==> config.mk <==
export PLATFORM = sky130hd
export DESIGN_NAME = imem_loader_ctrl
export DESIGN_NICKNAME = d
export VERILOG_FILES = /design/src/rtl/rv_imem_pkg.sv /design/src/rtl/byte_packer.sv /design/src/rtl/imem_loader_ctrl.sv
export SDC_FILE = /design/constraint.sdc
export NUM_CORES = 1
export LEC_CHECK = 0
export ABC_AREA = 1
export BUFFER_PORTS_ARGS = -buffer_cell sky130_fd_sc_hd__clkbuf_2
export CORE_MARGIN = 3
export CORE_UTILIZATION = 40
export CTS_CLUSTER_SIZE = 24
export DETAILED_ROUTE_END_ITERATION = 8
export GPL_TIMING_DRIVEN = 0
export PLACE_DENSITY = 0.75
export SLEW_MARGIN = 20
export SYNTH_ARGS = -nofsm -noshare
export SYNTH_HDL_FRONTEND = slang
export SYNTH_SLANG_ARGS = --single-unit
==> constraint.sdc <==
create_clock -name clk -period 4 [get_ports clk]
set_input_delay 0.2 -clock clk [delete_from_list [all_inputs] [get_ports clk]]
set_output_delay 0.2 -clock clk [all_outputs]
set_load 0.05 [all_outputs]
==> src/rtl/rv_imem_pkg.sv <==
// Shared types and defaults for the instruction-memory loader controller.
// Holds the FSM state encoding and the load-length validity helper.
package rv_imem_pkg;

  localparam int          DEF_ADDR_W   = 6;
  localparam logic [31:0] DEF_NOP_WORD = 32'h0000_0013;

  typedef enum logic [2:0] {
    ST_HALT  = 3'd0,
    ST_LOAD  = 3'd1,
    ST_WRITE = 3'd2,
    ST_DONE  = 3'd3,
    ST_RUN   = 3'd4
  } state_e;

  // A load must cover at least one word and never run past the top of the RAM.
  function automatic logic len_ok(input logic [31:0] len, input int addr_w);
    return (len != 32'd0) && (len <= (32'd1 << addr_w));
  endfunction

endpackage

==> src/rtl/byte_packer.sv <==
// Assembles four little-endian bytes into a 32-bit word.
// The first accepted byte ends up in bits 7:0.
module byte_packer (
  input  logic        clk,
  input  logic        rst_n,
  input  logic        clear,
  input  logic        byte_en,
  input  logic [7:0]  byte_in,
  output logic [31:0] word,
  output logic        word_valid,
  output logic        last_byte
);

  logic [1:0] idx;

  assign last_byte = byte_en && (idx == 2'd3);

  always_ff @(posedge clk or negedge rst_n) begin
    if (!rst_n) begin
      idx        <= 2'd0;
      word       <= 32'd0;
      word_valid <= 1'b0;
    end else if (clear) begin
      idx        <= 2'd0;
      word       <= 32'd0;
      word_valid <= 1'b0;
    end else begin
      word_valid <= last_byte;
      if (byte_en) begin
        // Shift right so earlier bytes migrate toward the low end.
        word <= {byte_in, word[31:8]};
        idx  <= idx + 2'd1;
      end
    end
  end

endmodule

==> src/rtl/imem_loader_ctrl.sv <==
// Loads a program into instruction RAM from a byte stream, holding the core
// in reset and feeding it NOPs until the image is complete.
//
// state    | meaning
// ---------+-------------------------------------------------------------
// ST_HALT  | idle after reset, core held in reset, waiting for load/start
// ST_LOAD  | accepting bytes of the current word
// ST_WRITE | one-cycle RAM write of the assembled word
// ST_DONE  | one-cycle done pulse before releasing the core
// ST_RUN   | core running from RAM; a new load may be requested
module imem_loader_ctrl
  import rv_imem_pkg::*;
#(
  parameter int          ADDR_W   = DEF_ADDR_W,
  parameter logic [31:0] NOP_WORD = DEF_NOP_WORD
) (
  input  logic              clk,
  input  logic              rst_n,
  input  logic              load_req,
  input  logic [ADDR_W:0]   load_len,
  input  logic              start,
  input  logic              byte_valid,
  input  logic [7:0]        byte_data,
  output logic              byte_ready,
  input  logic [31:0]       fetch_addr,
  output logic [31:0]       fetch_data,
  output logic [ADDR_W-1:0] mem_raddr,
  input  logic [31:0]       mem_rdata,
  output logic              mem_we,
  output logic [ADDR_W-1:0] mem_waddr,
  output logic [31:0]       mem_wdata,
  output logic              cpu_rst_n,
  output logic              busy,
  output logic              done,
  output logic              err
);

  localparam logic [ADDR_W:0] LEN_ONE = 1;

  state_e          state, state_nx;
  logic [ADDR_W:0] len_q;
  logic [ADDR_W:0] wcnt;
  logic            err_q;

  logic            idle;
  logic            load_ok;
  logic            load_start;
  logic            load_bad;
  logic            last_word;

  logic            byte_en;
  logic            last_byte;
  logic            word_valid;
  logic [31:0]     word;

  assign idle       = (state == ST_HALT) || (state == ST_RUN);
  assign load_ok    = len_ok(32'(load_len), ADDR_W);
  assign load_start = idle && load_req && load_ok;
  assign load_bad   = idle && load_req && !load_ok;
  assign last_word  = (wcnt == (len_q - LEN_ONE));

  assign byte_ready = (state == ST_LOAD);
  assign byte_en    = byte_valid && byte_ready;

  byte_packer u_packer (
    .clk        (clk),
    .rst_n      (rst_n),
    .clear      (load_start),
    .byte_en    (byte_en),
    .byte_in    (byte_data),
    .word       (word),
    .word_valid (word_valid),
    .last_byte  (last_byte)
  );

  always_comb begin
    state_nx = state;
    unique case (state)
      ST_HALT: begin
        // A load request, even a rejected one, masks start in the same cycle.
        if (load_start)
          state_nx = ST_LOAD;
        else if (!load_req && start)
          state_nx = ST_RUN;
      end
      ST_RUN: begin
        if (load_start)
          state_nx = ST_LOAD;
      end
      ST_LOAD: begin
        if (last_byte)
          state_nx = ST_WRITE;
      end
      ST_WRITE: begin
        state_nx = last_word ? ST_DONE : ST_LOAD;
      end
      ST_DONE: begin
        state_nx = ST_RUN;
      end
      default: begin
        state_nx = ST_HALT;
      end
    endcase
  end

  always_ff @(posedge clk or negedge rst_n) begin
    if (!rst_n) begin
      state <= ST_HALT;
      len_q <= '0;
      wcnt  <= '0;
      err_q <= 1'b0;
    end else begin
      state <= state_nx;
      err_q <= load_bad;
      if (load_start) begin
        len_q <= load_len;
        wcnt  <= '0;
      end else if (state == ST_WRITE) begin
        wcnt  <= wcnt + LEN_ONE;
      end
    end
  end

  assign mem_raddr  = fetch_addr[ADDR_W+1:2];
  assign fetch_data = (state == ST_RUN) ? mem_rdata : NOP_WORD;
  assign cpu_rst_n  = (state == ST_RUN);

  assign mem_we     = (state == ST_WRITE);
  assign mem_waddr  = wcnt[ADDR_W-1:0];
  assign mem_wdata  = word;

  assign busy       = (state == ST_LOAD) || (state == ST_WRITE);
  assign done       = (state == ST_DONE);
  assign err        = err_q;

  logic unused_bits;
  assign unused_bits = ^{fetch_addr[31:ADDR_W+2], fetch_addr[1:0], word_valid};

endmodule

==> run metrics, run 1 <==
Flop pwr share=27.3%; cell mode on critical path=nor2_1; final hold vios=0; WP data arrival=1.93 ns; startpoint types=flop; Net Count, Synth=486; post-synthesis sequential area ratio=43.10%; CTS tree=done; CP Capture Type=output pin; FFs w/ async S/R, synth=100.0%; # Post-CTS Setup Buffers=0; max-cap violations=0; Cells after Synth=399; synthesized area per cell=7.567 um^2; Combinational Power Share=61.3%; drt drc=0; CTS sink cnt=52; status=completed; CP Class=reg2out; post_cts resized=0; GRT Residual Overflow=0; #FFs+latches synth=52; net switching power=0.001844 W; vias per cell=4.364; RSZ-0062 raised after global routing=no; DRT antenna net count=0; Worst slew margin=53.04%; final instance area=0.003936 mm^2; worst path cell trace=nor2_1 > inv_2 > nor2_2 > inv_1 > clkbuf_1 > nor2_1 > clkbuf_2; die width=92.88 um; Setup Viol. Count Final=0; pwr dens=825.9 mW/mm^2; dpl hpwl=6.145 mm; Core Footprint=0.007292 mm^2; most frequent cell after synthesis=inv_1; cell taking the most area after synthesis=dfrtp_1; number of library cell types mapped by synthesis=31; CP Depth=7; Slew Viols, Final=0; CP Buf/Inv Count=4; clock power share=11.3%; Final Critical Period=2.134 ns; Peak VDD IR=530.7 uV; Setup TNS=0 ns; Switching Fraction=56.73%; Site Rows=31; period utilization=53.35%; DP Area=0.003811 mm^2; Mapped Area=0.003019 mm^2; internal power=0.001407 W; via count=2793; largest net degree at the start of global routing=53; LEAKAGE=2.554 nW; area grow syn2layout=30.38%; ratio of cells with drive above 1 in the final layout=36.41%; Inserted Diodes=0; initial cell density of the core=41.40%; top post-synthesis cells by area=dfrtp_1 43%, inv_1 12%, nand2_1 9.1%, nor2_1 8.2%, a21boi_2 4.5%; GRT Total Usage=17.23%; wire length of the first global-routing pass=11.71 mm; die height=92.88 um; H-tree depth=2; CP max-delay cell=dfrtp_1; fillers=679; CTS clk-pin slew, worst paths=0.10 ns; crit path max fanout=10; Yosys Warn Count=0; reg2reg path depth=9; Clk Latency, worst-skew pair=0.31 ns; # IOs=166; top cells by count, synth=97 x inv_1, 73 x nand2_1, 66 x nor2_1, 52 x dfrtp_1, 13 x buf_4; highest clock rate=0.4686 GHz; Final Net Count=627; hold path depth=3; Main synth FF type=dfrtp_1; area share of the largest cell type after synthesis=43.10%; Total Wirelength=7.531 mm; Root Buffer=clkbuf_8; initial DRC count=114; die area=0.008627 mm^2; initial antenna violation count=0; TritonRoute pass-1 iters=4; Tightest Pin Transition=0.7045 ns; worst min path class=in2reg; Worst Path Required=3.80 ns; vias in the first global route=2517; EDFF count, synth=0; CP peak stage delay=0.44 ns; Top delay family on crit path=buffers and inverters; gp weighted congestion=0.8288; IO buf count=133; total CTS buffers=5; worst-case clock skew=0.01282 ns; wire length per cell=11.77 um; CTS max path bufs=2
[flip-flops by register name, indices dropped and copies added, names as in the netlist]
name,cells
state,3
u_packer.word,32
wcnt,7
len_q,7
u_packer.idx,2
err,1
[worst paths after layout]
kind                                            endpoint  slack, ns                    startpoint
max in group asynchronous  u_packer.word[28]$_DFFE_PN0P_       3.03                         rst_n
hold / removal             u_packer.word[26]$_DFFE_PN0P_       0.09                  byte_data[2]
hold reg to reg             u_packer.word[2]$_DFFE_PN0P_       0.50  u_packer.word[2]$_DFFE_PN0P_
setup reg to reg            u_packer.word[1]$_DFFE_PN0P_       2.41          state[2]$_DFFE_PN0P_
min in group asynchronous           len_q[3]$_DFFE_PN0P_       0.49                         rst_n
setup / recovery                          fetch_data[17]       1.87          state[1]$_DFFE_PN0P_
[logic make-up (layout without fill, tap and decap cells)]
group / count (synthesis) / after routing / share of synthesized area [%]
xor gates and xnor gates: 6 / 6 / 1.741
and+or+nand+nor: 168 / 168 / 24.53
buffers and inverters: 124 / 266 / 17.86
DFF: 52 / 52 / 43.10
adders and majority gates: 3 / 3 / 1.243
AOI/OAI and AO/OA: 46 / 46 / 11.52
[per-layer routing]
metal	track usage [%]	share of wire, %	vias to the layer above
li1	-	-	1436
met5	0	0	-
met4	4.518	1.1	0
met2	32.21	51	111
met1	19.42	39	1237
met3	4.143	8.2	9
[power groups by stage]
| stage | combinational [W] | sequential (W) | clock (W) |
|---|---|---|---|
| final | 0.00199 | 0.000888 | 0.000369 |
| after global placement | 0.00197 | 0.000889 | 0 |
| after CTS | 0.00201 | 0.000890 | 0.000377 |
| after global routing | 0.00216 | 0.000913 | 0.000402 |
| after floorplan | 0.00114 | 0.00130 | 0 |
| after detailed placement | 0.00200 | 0.000901 | 0 |
[timing repair]
action / 4_1_cts / 5_1_grt
endpoints found under the hold margin: 52 / 0
hold buffers: 1 / 0
endpoints found under the setup margin: 0 / 0
[cells in the final DEF, fill, tap and decap left out, types with 2 or more instances in the layout]
cell,netlist,routed
inv_4,2,2
nor3_1,3,3
clkbuf_8,0,5
inv_2,4,4
inv_1,97,97
dfrtp_1,52,52
buf_2,4,4
nor2_1,66,66
buf_4,13,13
a21oi_2,8,8
a21boi_0,5,5
a21oi_1,12,12
ha_1,3,3
nand3_1,12,12
nand2_1,73,73
buf_6,2,2
or2_2,2,2
or2_1,2,2
clkbuf_2,0,132
clkbuf_1,2,2
nor3_2,2,2
a21boi_2,12,12
xor2_1,5,5
o21ai_0,9,9
[per-stage QoR]
step | worst slack (ns) | utilization (%) | total power [W] | std cells | hold slack [ns]
after global placement | 2.243 | 52.23 | 0.002861 | 631 | 0.4007
after global routing | 1.692 | 53.98 | 0.003471 | 640 | 0.09350
after floorplan | 1.690 | - | 0.002443 | 399 | -0.09559
after detailed placement | 2.205 | 52.26 | 0.002904 | 631 | 0.3214
final | 1.866 | 53.98 | 0.003251 | 640 | 0.08765
after CTS | 1.849 | 53.98 | 0.003276 | 640 | 0.08140
[worst min-delay path: stages]
cell and delay [ns]:
clkbuf_2 0.08, a21oi_1 0.05, inv_1 0.04
[final cells by class]
cell class / count / area, um^2 / share of cell area (%)
Buffer: 21 / 147.6 / 3.751
Multi-Input combinational cell: 223 / 1179 / 29.94
Timing Repair Buffer: 134 / 678.2 / 17.23
Clock inverter: 3 / 46.29 / 1.176
Sequential cell: 52 / 1301 / 33.06
Tap cell: 99 / 123.9 / 3.147
Clock buffer: 5 / 68.82 / 1.748
Inverter: 103 / 391.6 / 9.949
(Power assumes the default switching activity.)
==> run 2: changes to the inputs <==
--- a/config.mk
+++ b/config.mk
@@ -12,7 +12,7 @@
 export CTS_CLUSTER_SIZE = 24
 export DETAILED_ROUTE_END_ITERATION = 8
 export GPL_TIMING_DRIVEN = 0
-export PLACE_DENSITY = 0.75
+export PLACE_DENSITY = 0.78
 export SLEW_MARGIN = 20
 export SYNTH_ARGS = -nofsm -noshare
 export SYNTH_HDL_FRONTEND = slang
==> constraint.sdc (replaced) <==
create_clock -name clk -period 1.8 [get_ports clk]
set_input_delay 0.09 -clock clk [delete_from_list [all_inputs] [get_ports clk]]
set_output_delay 0.09 -clock clk [all_outputs]
set_load 0.05 [all_outputs]
==> run metrics, run 2 (same netlist as run 1, synthesis figures left out) <==
WP data arrival=1.63 ns (-0.30 ns); Final Net Count=634 (+1.1%); highest clock rate=0.5818 GHz; IO buf count=133 (unchanged); total CTS buffers=5 (unchanged); crit path max fanout=10 (unchanged); initial cell density of the core=41.40% (unchanged); max-cap violations=0 (unchanged); Root Buffer=clkbuf_8; area grow syn2layout=42.15%; die width=92.88 um (unchanged); pwr dens=1790 mW/mm^2 (+120%); Worst Path Required=1.71 ns (-2.09 ns); worst-case clock skew=0.008102 ns (-0.004718 ns); period utilization=95.49%; Final Util=58.85% (+4.9 points); TritonRoute pass-1 iters=4 (unchanged); Tightest Pin Transition=0.7111 ns (+0.006599 ns); CP Capture Type=output pin; CTS max path bufs=2 (unchanged); Clk Latency, worst-skew pair=0.31 ns (about the same); RSZ-0062 raised after global routing=yes; Site Rows=31 (unchanged); # IOs=166 (unchanged); largest net degree at the start of global routing=53 (unchanged); DP Area=0.003943 mm^2 (+3.4%); status=completed; Peak VDD IR=1013 uV (+91%); Core Footprint=0.007292 mm^2 (unchanged); CTS clk-pin slew, worst paths=0.09 ns (about the same); clock power share=10.6% (-0.7 points); GRT Total Usage=17.99% (+0.76 points); Switching Fraction=55.71% (-1.0 points); Final Critical Period=1.719 ns; max reg flops=32 (unchanged); via count=2834 (+1.5%); die height=92.88 um (unchanged); final hold vios=0 (unchanged); startpoint types=flop; FF-to-FF setup slack=0.15 ns (-2.26 ns); die area=0.008627 mm^2 (unchanged); Largest Register=u_packer.word; DRT antenna net count=0 (unchanged); internal power=0.003401 W (+140%); CTS tree=done; Flop pwr share=25.7% (-1.6 points); GRT Residual Overflow=0 (unchanged); CP Class=reg2out; vias in the first global route=2726 (+8.3%); LEAKAGE=2.651 nW (+3.8%); gp weighted congestion=0.8717 (+5.2%); Combinational Power Share=63.7% (+2.4 points); initial antenna violation count=0 (unchanged); worst min path class=in2reg; Setup Viol. Count Final=0 (unchanged); drt drc=0 (unchanged); ratio of cells with drive above 1 in the final layout=42.70% (+6.3 points); commonest non-fill, non-tap cell in the layout=clkbuf_2; Largest regs=u_packer.word: 32 flops, len_q: 7 flops, wcnt: 7 flops; wire length of the first global-routing pass=12.62 mm (+7.8%); net switching power=0.004279 W (+130%); Worst slew margin=52.60% (-0.44 points); final instance area=0.004292 mm^2 (+9.0%); total power=0.007680 W (+140%); dpl hpwl=5.977 mm (-2.7%); Slew Viols, Final=0 (unchanged); CTS sink cnt=52 (unchanged); hold_ws=0.01388 ns (-0.07376 ns); initial DRC count=47 (-59%); vias per cell=4.380 (+0.37%); Total Wirelength=7.776 mm (+3.3%); wire length per cell=12.02 um (+2.1%); H-tree depth=2 (unchanged); Inserted Diodes=0 (unchanged); most frequent cells in the layout=111 x clkbuf_2, 96 x inv_1, 73 x nand2_1
run 2: cell types whose count changed in the layout (fill, tap and decap cells not counted), sizes merged:
| cell | change |
|---|---|
| buf | +7 |
| clkbuf | -2 |
| clkinvlp | -1 |
| dlygate4sd3 | +3 |
run 2: worst max-delay path, cell delays in order (launching register included):
cell and delay, ns:
dfrtp_1 0.40, nor2_2 0.12, inv_2 0.07, nor2_4 0.13
inv_2 0.07, buf_6 0.15, or2_1 0.23, buf_8 0.15
run 2: power groups by stage:
stage	clock network [W]	logic (W)	registers [W]
after floorplan	0	0.00269	0.00290
after global placement	0	0.00454	0.00197
after detailed placement	0	0.00464	0.00200
after CTS	0.000841	0.00487	0.00197
after global routing	0.000880	0.00528	0.00204
final	0.000813	0.00489	0.00197
run 2: cell type report:
type	instances	area (um^2)
Timing Repair Buffer	141	879.6
Multi-Input combinational cell	223	1315
Fill cell	712	3000
Tap cell	99	123.9
Clock buffer	6	72.57
Sequential cell	52	1303
Inverter	103	391.6
Buffer	21	167.7
Clock inverter	2	38.79
run 2: metrics by stage:
step	setup TNS, ns	setup WS (ns)	std cells
final	0	0.08122	647
after global routing	-0.03409	-0.01073	647
after CTS	0	0.003882	644
after detailed placement	0	0.1007	631
after global placement	0	0.1481	631
after floorplan	-0.7445	-0.07445	399
run 2: worst paths after layout:
kind,start,end,cells after the start
worst min register to register,u_packer.word[4]$_DFFE_PN0P_,u_packer.word[4]$_DFFE_PN0P_,2
max in group asynchronous,rst_n,wcnt[0]$_DFFE_PN0P_,2
min in group asynchronous,rst_n,wcnt[5]$_DFFE_PN0P_,2
worst min-delay path,load_len[3],len_q[3]$_DFFE_PN0P_,3
worst max-delay path,state[1]$_DFFE_PN0P_,fetch_data[4],7
worst max register to register,state[0]$_DFFE_PN0P_,u_packer.word[1]$_DFFE_PN0P_,11
run 2: repair_timing:
action | CTS | global route
setup endpoints to repair | 32 | 33
resized for setup | 41 | 6
setup buffers | 1 | 3
pin swaps | 0 | 2
hold buffers | 4 | 0
hold endpoints to repair | 55 | 0
run 2: layer usage:
metal	part of all wire, %	GRT usage [%]
met5	0	0
met4	0.49	3.419
met3	5.7	3.899
met2	51	31.55
met1	43	22.87
